**src/rtl/ntt_pkg.sv**
```systemverilog
// rtl/ntt_pkg.sv - Shared constants, coefficient type and halving helper for the q = 8380417 NTT datapath
package ntt_pkg;

  localparam int          COEFF_W   = 23;
  localparam logic [22:0] Q         = 23'd8380417;
  localparam logic [23:0] BARRETT_M = 24'd8396807;
  localparam int          BARRETT_K = 46;
  localparam logic [22:0] QINV2     = 23'd4190209;

  typedef logic [COEFF_W-1:0] coeff_t;

  // Multiply by 2^-1 mod q: an odd x becomes even after adding q, so the shift is exact.
  function automatic coeff_t half_mod_q(input coeff_t x, input logic en);
    logic [23:0] t;
    t = {1'b0, x} + (x[0] ? {1'b0, Q} : 24'd0);
    return en ? 23'(t >> 1) : x;
  endfunction

endpackage

```
**src/rtl/bu_intt_if.sv**
```systemverilog
// rtl/bu_intt_if.sv - Sample-in / result-out bus of the inverse-NTT butterfly
interface bu_intt_if #(
  parameter int WIDTH = 32
);
  logic             in_valid;
  logic [WIDTH-1:0] A_In;
  logic [WIDTH-1:0] B_In;
  logic [WIDTH-1:0] W_In;
  logic             half_en;
  logic             out_valid;
  logic [WIDTH-1:0] A_Out;
  logic [WIDTH-1:0] B_Out;

  modport master (
    output in_valid, A_In, B_In, W_In, half_en,
    input  out_valid, A_Out, B_Out
  );

  modport slave (
    input  in_valid, A_In, B_In, W_In, half_en,
    output out_valid, A_Out, B_Out
  );
endinterface

```
**src/rtl/bu_intt_mod_mul_q.sv**
```systemverilog
// rtl/bu_intt_mod_mul_q.sv - Four-register Barrett modular multiplier mod q, valid-free datapath
module mod_mul_q
  import ntt_pkg::*;
(
  input  logic   clk,
  input  logic   rst_n,
  input  coeff_t a_i,
  input  coeff_t b_i,
  output coeff_t r_o
);

  logic [45:0] p_q;
  logic [23:0] p3_q;
  logic [23:0] t_q;
  logic [23:0] r4_q;
  coeff_t      r5_q;

  logic [45:0] p_d;
  logic [69:0] pm_w;
  logic [23:0] t_d;
  logic [45:0] pm_unused_w;
  logic [23:0] tq_w;
  logic [23:0] r4_d;
  coeff_t      r5_d;

  assign p_d  = {23'd0, a_i} * {23'd0, b_i};
  assign pm_w = {24'd0, p_q} * {46'd0, BARRETT_M};
  assign {t_d, pm_unused_w} = pm_w;
  // Remainder lies in [0,2q), so only the low 24 bits of p and t*q are needed.
  assign tq_w = t_q * {1'b0, Q};
  assign r4_d = p3_q - tq_w;
  assign r5_d = (r4_d >= {1'b0, Q}) ? 23'(r4_d - {1'b0, Q}) : r4_d[22:0];

  // Product, Barrett quotient estimate, remainder and final conditional subtract.
  always_ff @(posedge clk or negedge rst_n) begin
    if (!rst_n) begin
      p_q  <= '0;
      p3_q <= '0;
      t_q  <= '0;
      r4_q <= '0;
      r5_q <= '0;
    end else begin
      p_q  <= p_d;
      p3_q <= p_q[23:0];
      t_q  <= t_d;
      r4_q <= r4_d;
      r5_q <= (r4_q >= {1'b0, Q}) ? 23'(r4_q - {1'b0, Q}) : r4_q[22:0];
    end
  end

  assign r_o = r5_q;

endmodule

```
**src/rtl/bu_intt.sv**
```systemverilog
// rtl/bu_intt.sv - Pipelined Gentleman-Sande inverse-NTT butterfly mod q with optional halving
module bu_intt
  import ntt_pkg::*;
#(
  parameter int WIDTH = 32,
  parameter int LAT   = 6
) (
  input logic      clk,
  input logic      rst_n,
  bu_intt_if.slave bus
);

  if (LAT != 6) begin : g_bad_lat
    $error("bu_intt: LAT is fixed by the pipeline structure and must be 6");
  end
  if (WIDTH <= COEFF_W) begin : g_bad_width
    $error("bu_intt: WIDTH must exceed the 23-bit coefficient width");
  end

  coeff_t a_w, b_w, w_w;
  logic [3*(WIDTH-COEFF_W)-1:0] in_hi_unused_w;

  assign a_w = bus.A_In[COEFF_W-1:0];
  assign b_w = bus.B_In[COEFF_W-1:0];
  assign w_w = bus.W_In[COEFF_W-1:0];
  assign in_hi_unused_w = {bus.A_In[WIDTH-1:COEFF_W], bus.B_In[WIDTH-1:COEFF_W],
                           bus.W_In[WIDTH-1:COEFF_W]};

  logic [23:0] sum_w, diff_w;
  coeff_t      s_d, d_d;

  assign sum_w  = {1'b0, a_w} + {1'b0, b_w};
  assign diff_w = {1'b0, a_w} - {1'b0, b_w};

  // Stage 1 modular add and subtract (diff_w[23] is the borrow).
  always_comb begin
    s_d = sum_w[22:0];
    d_d = diff_w[22:0];
    if (sum_w >= {1'b0, Q}) s_d = 23'(sum_w - {1'b0, Q});
    if (diff_w[23])         d_d = 23'(diff_w + {1'b0, Q});
  end

  logic [LAT-1:0]       vld_q;
  logic [LAT-2:0]       half_q;
  logic [LAT-2:0][22:0] s_pipe_q;
  coeff_t               d1_q, w1_q;
  coeff_t               r_w;
  coeff_t               a_out_q, b_out_q;

  // Stage 1 registers plus valid/half/sum delay lines matched to the multiplier path.
  always_ff @(posedge clk or negedge rst_n) begin
    if (!rst_n) begin
      vld_q    <= '0;
      half_q   <= '0;
      s_pipe_q <= '0;
      d1_q     <= '0;
      w1_q     <= '0;
    end else begin
      vld_q    <= {vld_q[LAT-2:0], bus.in_valid};
      half_q   <= {half_q[LAT-3:0], bus.half_en};
      s_pipe_q <= {s_pipe_q[LAT-3:0], s_d};
      d1_q     <= d_d;
      w1_q     <= w_w;
    end
  end

  mod_mul_q u_mul (
    .clk   (clk),
    .rst_n (rst_n),
    .a_i   (d1_q),
    .b_i   (w1_q),
    .r_o   (r_w)
  );

  // Stage 6: optional halving of both results into the output registers.
  always_ff @(posedge clk or negedge rst_n) begin
    if (!rst_n) begin
      a_out_q <= '0;
      b_out_q <= '0;
    end else begin
      a_out_q <= half_mod_q(s_pipe_q[LAT-2], half_q[LAT-2]);
      b_out_q <= half_mod_q(r_w, half_q[LAT-2]);
    end
  end

  assign bus.out_valid = vld_q[LAT-1];
  assign bus.A_Out     = WIDTH'(a_out_q);
  assign bus.B_Out     = WIDTH'(b_out_q);

endmodule

```
**src/flat_wrapper.sv**
```systemverilog
// flat-port wrapper written by rule: the top's interface ports become plain ports
module bu_intt_flat import ntt_pkg::*;
#(
  parameter int WIDTH = 32,
  parameter int LAT   = 6
)
  (clk, rst_n, bus_in_valid, bus_A_In, bus_B_In, bus_W_In, bus_half_en, bus_out_valid, bus_A_Out, bus_B_Out);
  bu_intt_if #(.WIDTH(WIDTH)) bus_i ();
  input logic clk;
  input logic rst_n;
  input wire logic [$bits(bus_i.in_valid)-1:0] bus_in_valid;
  input wire logic [$bits(bus_i.A_In)-1:0] bus_A_In;
  input wire logic [$bits(bus_i.B_In)-1:0] bus_B_In;
  input wire logic [$bits(bus_i.W_In)-1:0] bus_W_In;
  input wire logic [$bits(bus_i.half_en)-1:0] bus_half_en;
  output wire logic [$bits(bus_i.out_valid)-1:0] bus_out_valid;
  output wire logic [$bits(bus_i.A_Out)-1:0] bus_A_Out;
  output wire logic [$bits(bus_i.B_Out)-1:0] bus_B_Out;
  assign bus_i.in_valid = bus_in_valid;
  assign bus_i.A_In = bus_A_In;
  assign bus_i.B_In = bus_B_In;
  assign bus_i.W_In = bus_W_In;
  assign bus_i.half_en = bus_half_en;
  assign bus_out_valid = bus_i.out_valid;
  assign bus_A_Out = bus_i.A_Out;
  assign bus_B_Out = bus_i.B_Out;
  bu_intt #(.WIDTH(WIDTH), .LAT(LAT)) u_core (.clk(clk), .rst_n(rst_n), .bus(bus_i));
endmodule
```
**config.mk**
```make
export PLATFORM = sky130hd
export DESIGN_NAME = bu_intt_flat
export DESIGN_NICKNAME = d
export VERILOG_FILES = /design/src/rtl/ntt_pkg.sv /design/src/rtl/bu_intt_if.sv /design/src/rtl/bu_intt_mod_mul_q.sv /design/src/rtl/bu_intt.sv /design/src/flat_wrapper.sv
export SDC_FILE = /design/constraint.sdc
export NUM_CORES = 2
export LEC_CHECK = 0
export BUFFER_PORTS_ARGS = -buffer_cell sky130_fd_sc_hd__buf_2
export CORE_MARGIN = 2
export CORE_UTILIZATION = 62
export DETAILED_ROUTE_END_ITERATION = 10
export HOLD_SLACK_MARGIN = 0.05
export PLACE_DENSITY_LB_ADDON = 0.05
export SYNTH_ARGS = -nofsm -noshare
export SYNTH_HDL_FRONTEND = slang
export SYNTH_SLANG_ARGS = --single-unit
```
**constraint.sdc**
```tcl
create_clock -name clk -period 12.5 [get_ports clk]
set_input_delay 3.125 -clock clk [delete_from_list [all_inputs] [get_ports clk]]
set_output_delay 3.125 -clock clk [all_outputs]
set_load 0.02 [all_outputs]
```
==> results by group <==
Floorplanning
  • Starting Density: 0.627
  • Die Width: 265 µm
  • Die area: between 60000 and 70000 µm²
  • Placeable Area: between 60000 and 70000 µm²
  • # IOs: ~170
  • Site Rows: 95
  • Die height: between 200 and 300 µm

Yosys
  • Syn avg cell area: 9.96 µm²
  • Top cell type's share of synthesized area: 0.283
  • Cell area after synthesis: about 42000 µm²
  • Synth unique cells: 97
  • Mapped Cells: roughly 4200
  • Post-synthesis register bit count: 359
  • Main flop type after synthesis: dfrtp_1
  • Count leader, synth: inv_1
  • Post-synth EDFFs: 0
  • Register area share after synthesis: 0.213
  • Synth warn: 0
  • Cell taking the most area after synthesis: fa_1
  • Async S/R FF share, synth: 1.00
  • Synth top area cells: fa_1, dfrtp_1, ha_1
  • Top cells by count, synth: inv_1, fa_1, ha_1

GRT
  • Initial antenna violation count: 0
  • Gr usage total: 0.286
  • Vias in the first global route: 29400
  • First-pass GRT wire length: roughly 160 mm
  • GRT Residual Overflow: 0
  • Largest net degree at the start of global routing: between 90 and 100

Timing
  • Setup Skew: roughly 0.031 ns
  • Fmax: 128 MHz
  • Tmin final: approximately 7.8 ns
  • Pins Over Slew Limit: 0
  • Final hold violations: 0
  • Final setup vio count: 0
  • Worst slew pin tran: roughly 1.2 ns
  • RSZ-0062 raised after global routing: no
  • Post-route setup TNS: 0 ns
  • Period Utilization, post-route: 0.623
  • Slew margin rel.: 0.168

Clocking
  • Clock Latency Late Sink: about 0.6 ns
  • CTS tree: built
  • Clock transition at path regs: approximately 0.060 ns
  • CTS H-tree depth: 2
  • Post_cts resized: 0
  • Hold-fix buffers, CTS: 0
  • CTS buffer count: 42
  • CTS Buffer Depth: 3
  • TritonCTS Sinks: around 360
  • Number of setup buffers added after CTS: 0
  • Clk root buf: clkbuf_16

Critical path
  • Largest delay share family, worst path: adder cells
  • Critical path origin: u_core.w1_q[2]$_DFF_PN0_
  • Critical path class: reg2reg
  • WP buf/inv: 5
  • Crit. End Element: flip-flop
  • CP max FO: 23
  • CP Data Required Time: 12.96 ns
  • R2R Path Start: u_core.w1_q[2]$_DFF_PN0_
  • Most frequent CP cell: fa_1
  • Max stage delay on crit path: 1.06 ns
  • CP max stage cell: dfrtp_1
  • CP arrival: between 8 and 9 ns
  • Nature of the critical path startpoint: flip-flop

Final layout
  • Share of cells above drive strength 1: 0.0655
  • # diodes: 0
  • Area Growth Syn to Fin: 6.77%
  • Final net count: about 5500

Drt
  • Pre-antenna DRT Iters: 5
  • Vias per cell: roughly 5.5
  • Routed wire length per instance: around 18 µm
  • Number of remaining DRC errors: 0
  • Final wirelength: about 96 mm
  • Antenna-violating nets left: 0
  • Iter 0 DRT Violations: roughly 1800
  • Via count: approximately 29000

Job
  • Maxcap violations: 0

Worst hold path
  • Worst hold start: u_core.s_pipe_q[60]$_DFF_PN0_
  • Hold Path Class: reg2reg

Place
  • # port buffers: between 100 and 150
  • Detailed-placement wirelength estimate: ~73 mm
  • Routability cong.: 0.911

Status
  • Status: finished, final reports clean
## metal layers
layer / GRT usage / wire, µm
met1: 0.406 / 42500
met2: 0.463 / 44500
met3: 0.0484 / 6330
met4: 0.0682 / 2180
met5: 0 / 0
## sequential cells by signal, indices dropped and copies added (netlist names)
name               count
u_core.s_pipe_q      115
u_core.u_mul.p_q      46
u_core.u_mul.p3_q     24
u_core.u_mul.r4_q     24
u_core.u_mul.t_q      24
u_core.a_out_q        23
u_core.b_out_q        23
u_core.d1_q           23
u_core.u_mul.r_o      23
u_core.w1_q           23
u_core.vld_q           6
u_core.half_q          5
## worst reg2reg max path: cells and delay by family (launching register included)
family / cells / cell delay, ns
and+or+nand+nor: 3 / 0.54
adders and majority gates: 8 / 3.90
buffers and inverters: 5 / 0.26
AOI/OAI and AO/OA: 8 / 1.79
DFF: 1 / 1.06
xor gates and xnor gates: 1 / 0.12
## cell type report
type	instances	area (µm²)
clock buffer	54	1170
clock inverter	24	358
fill	5428	22200
inverter	828	3110
multi-input combinational	2908	29400
sequential	359	8980
tap	873	1090
timing repair buffer	147	816
## cell families after synthesis
logic type,after synthesis,share of synthesized area
and+or+nand+nor,995,0.117
other,1,0.0000891
DFF,359,0.213
muxes,24,0.00630
xor gates and xnor gates,226,0.0470
adders and majority gates,1150,0.448
AOI/OAI and AO/OA,495,0.0785
buffers and inverters,975,0.0893
## layout by cell type (no fill, tap or decap), types with 62 or more instances in the layout
cell / synthesis / final
inv_1: 827 / 827
fa_1: 595 / 595
ha_1: 555 / 555
nand2_1: 384 / 384
dfrtp_1: 359 / 358
and2_1: 260 / 260
a21oi_1: 174 / 174
xnor2_1: 170 / 170
nor2_1: 127 / 127
buf_2: 9 / 118
o21ai_0: 78 / 78
a21o_1: 62 / 62
## through the flow
step | hold WS, ns | cells | util | cell area, µm² | setup WS, ns
floorplan | 0.331 | 4242 | - | 42100 | 5.87
global placement | 0.331 | 5115 | 0.646 | 43400 | 4.82
detailed placement | 0.335 | 5115 | 0.646 | 43400 | 4.80
CTS | 0.343 | 5193 | 0.669 | 44900 | 4.78
global route | 0.347 | 5193 | 0.669 | 44900 | 4.34
finish | 0.340 | 5193 | 0.669 | 44900 | 4.72
## worst paths after layout
| kind | slack (ns) | depth (start not counted) | end |
|---|---|---|---|
| max in group asynchronous | 7.66 | 3 | u_core.d1_q[5]$_DFF_PN0_ |
| worst min register to register | 0.34 | 0 | u_core.s_pipe_q[83]$_DFF_PN0_ |
| worst max register to register | 4.72 | 25 | u_core.u_mul.p_q[45]$_DFF_PN0_ |
| min in group asynchronous | 2.59 | 1 | u_core.b_out_q[22]$_DFF_PN0_ |
| worst max-delay path | 4.72 | 25 | u_core.u_mul.p_q[45]$_DFF_PN0_ |
| worst min-delay path | 0.34 | 0 | u_core.s_pipe_q[83]$_DFF_PN0_ |
Power is not shown: default switching activity piles up to over one toggle a cycle in this logic, so the estimate is an artifact.
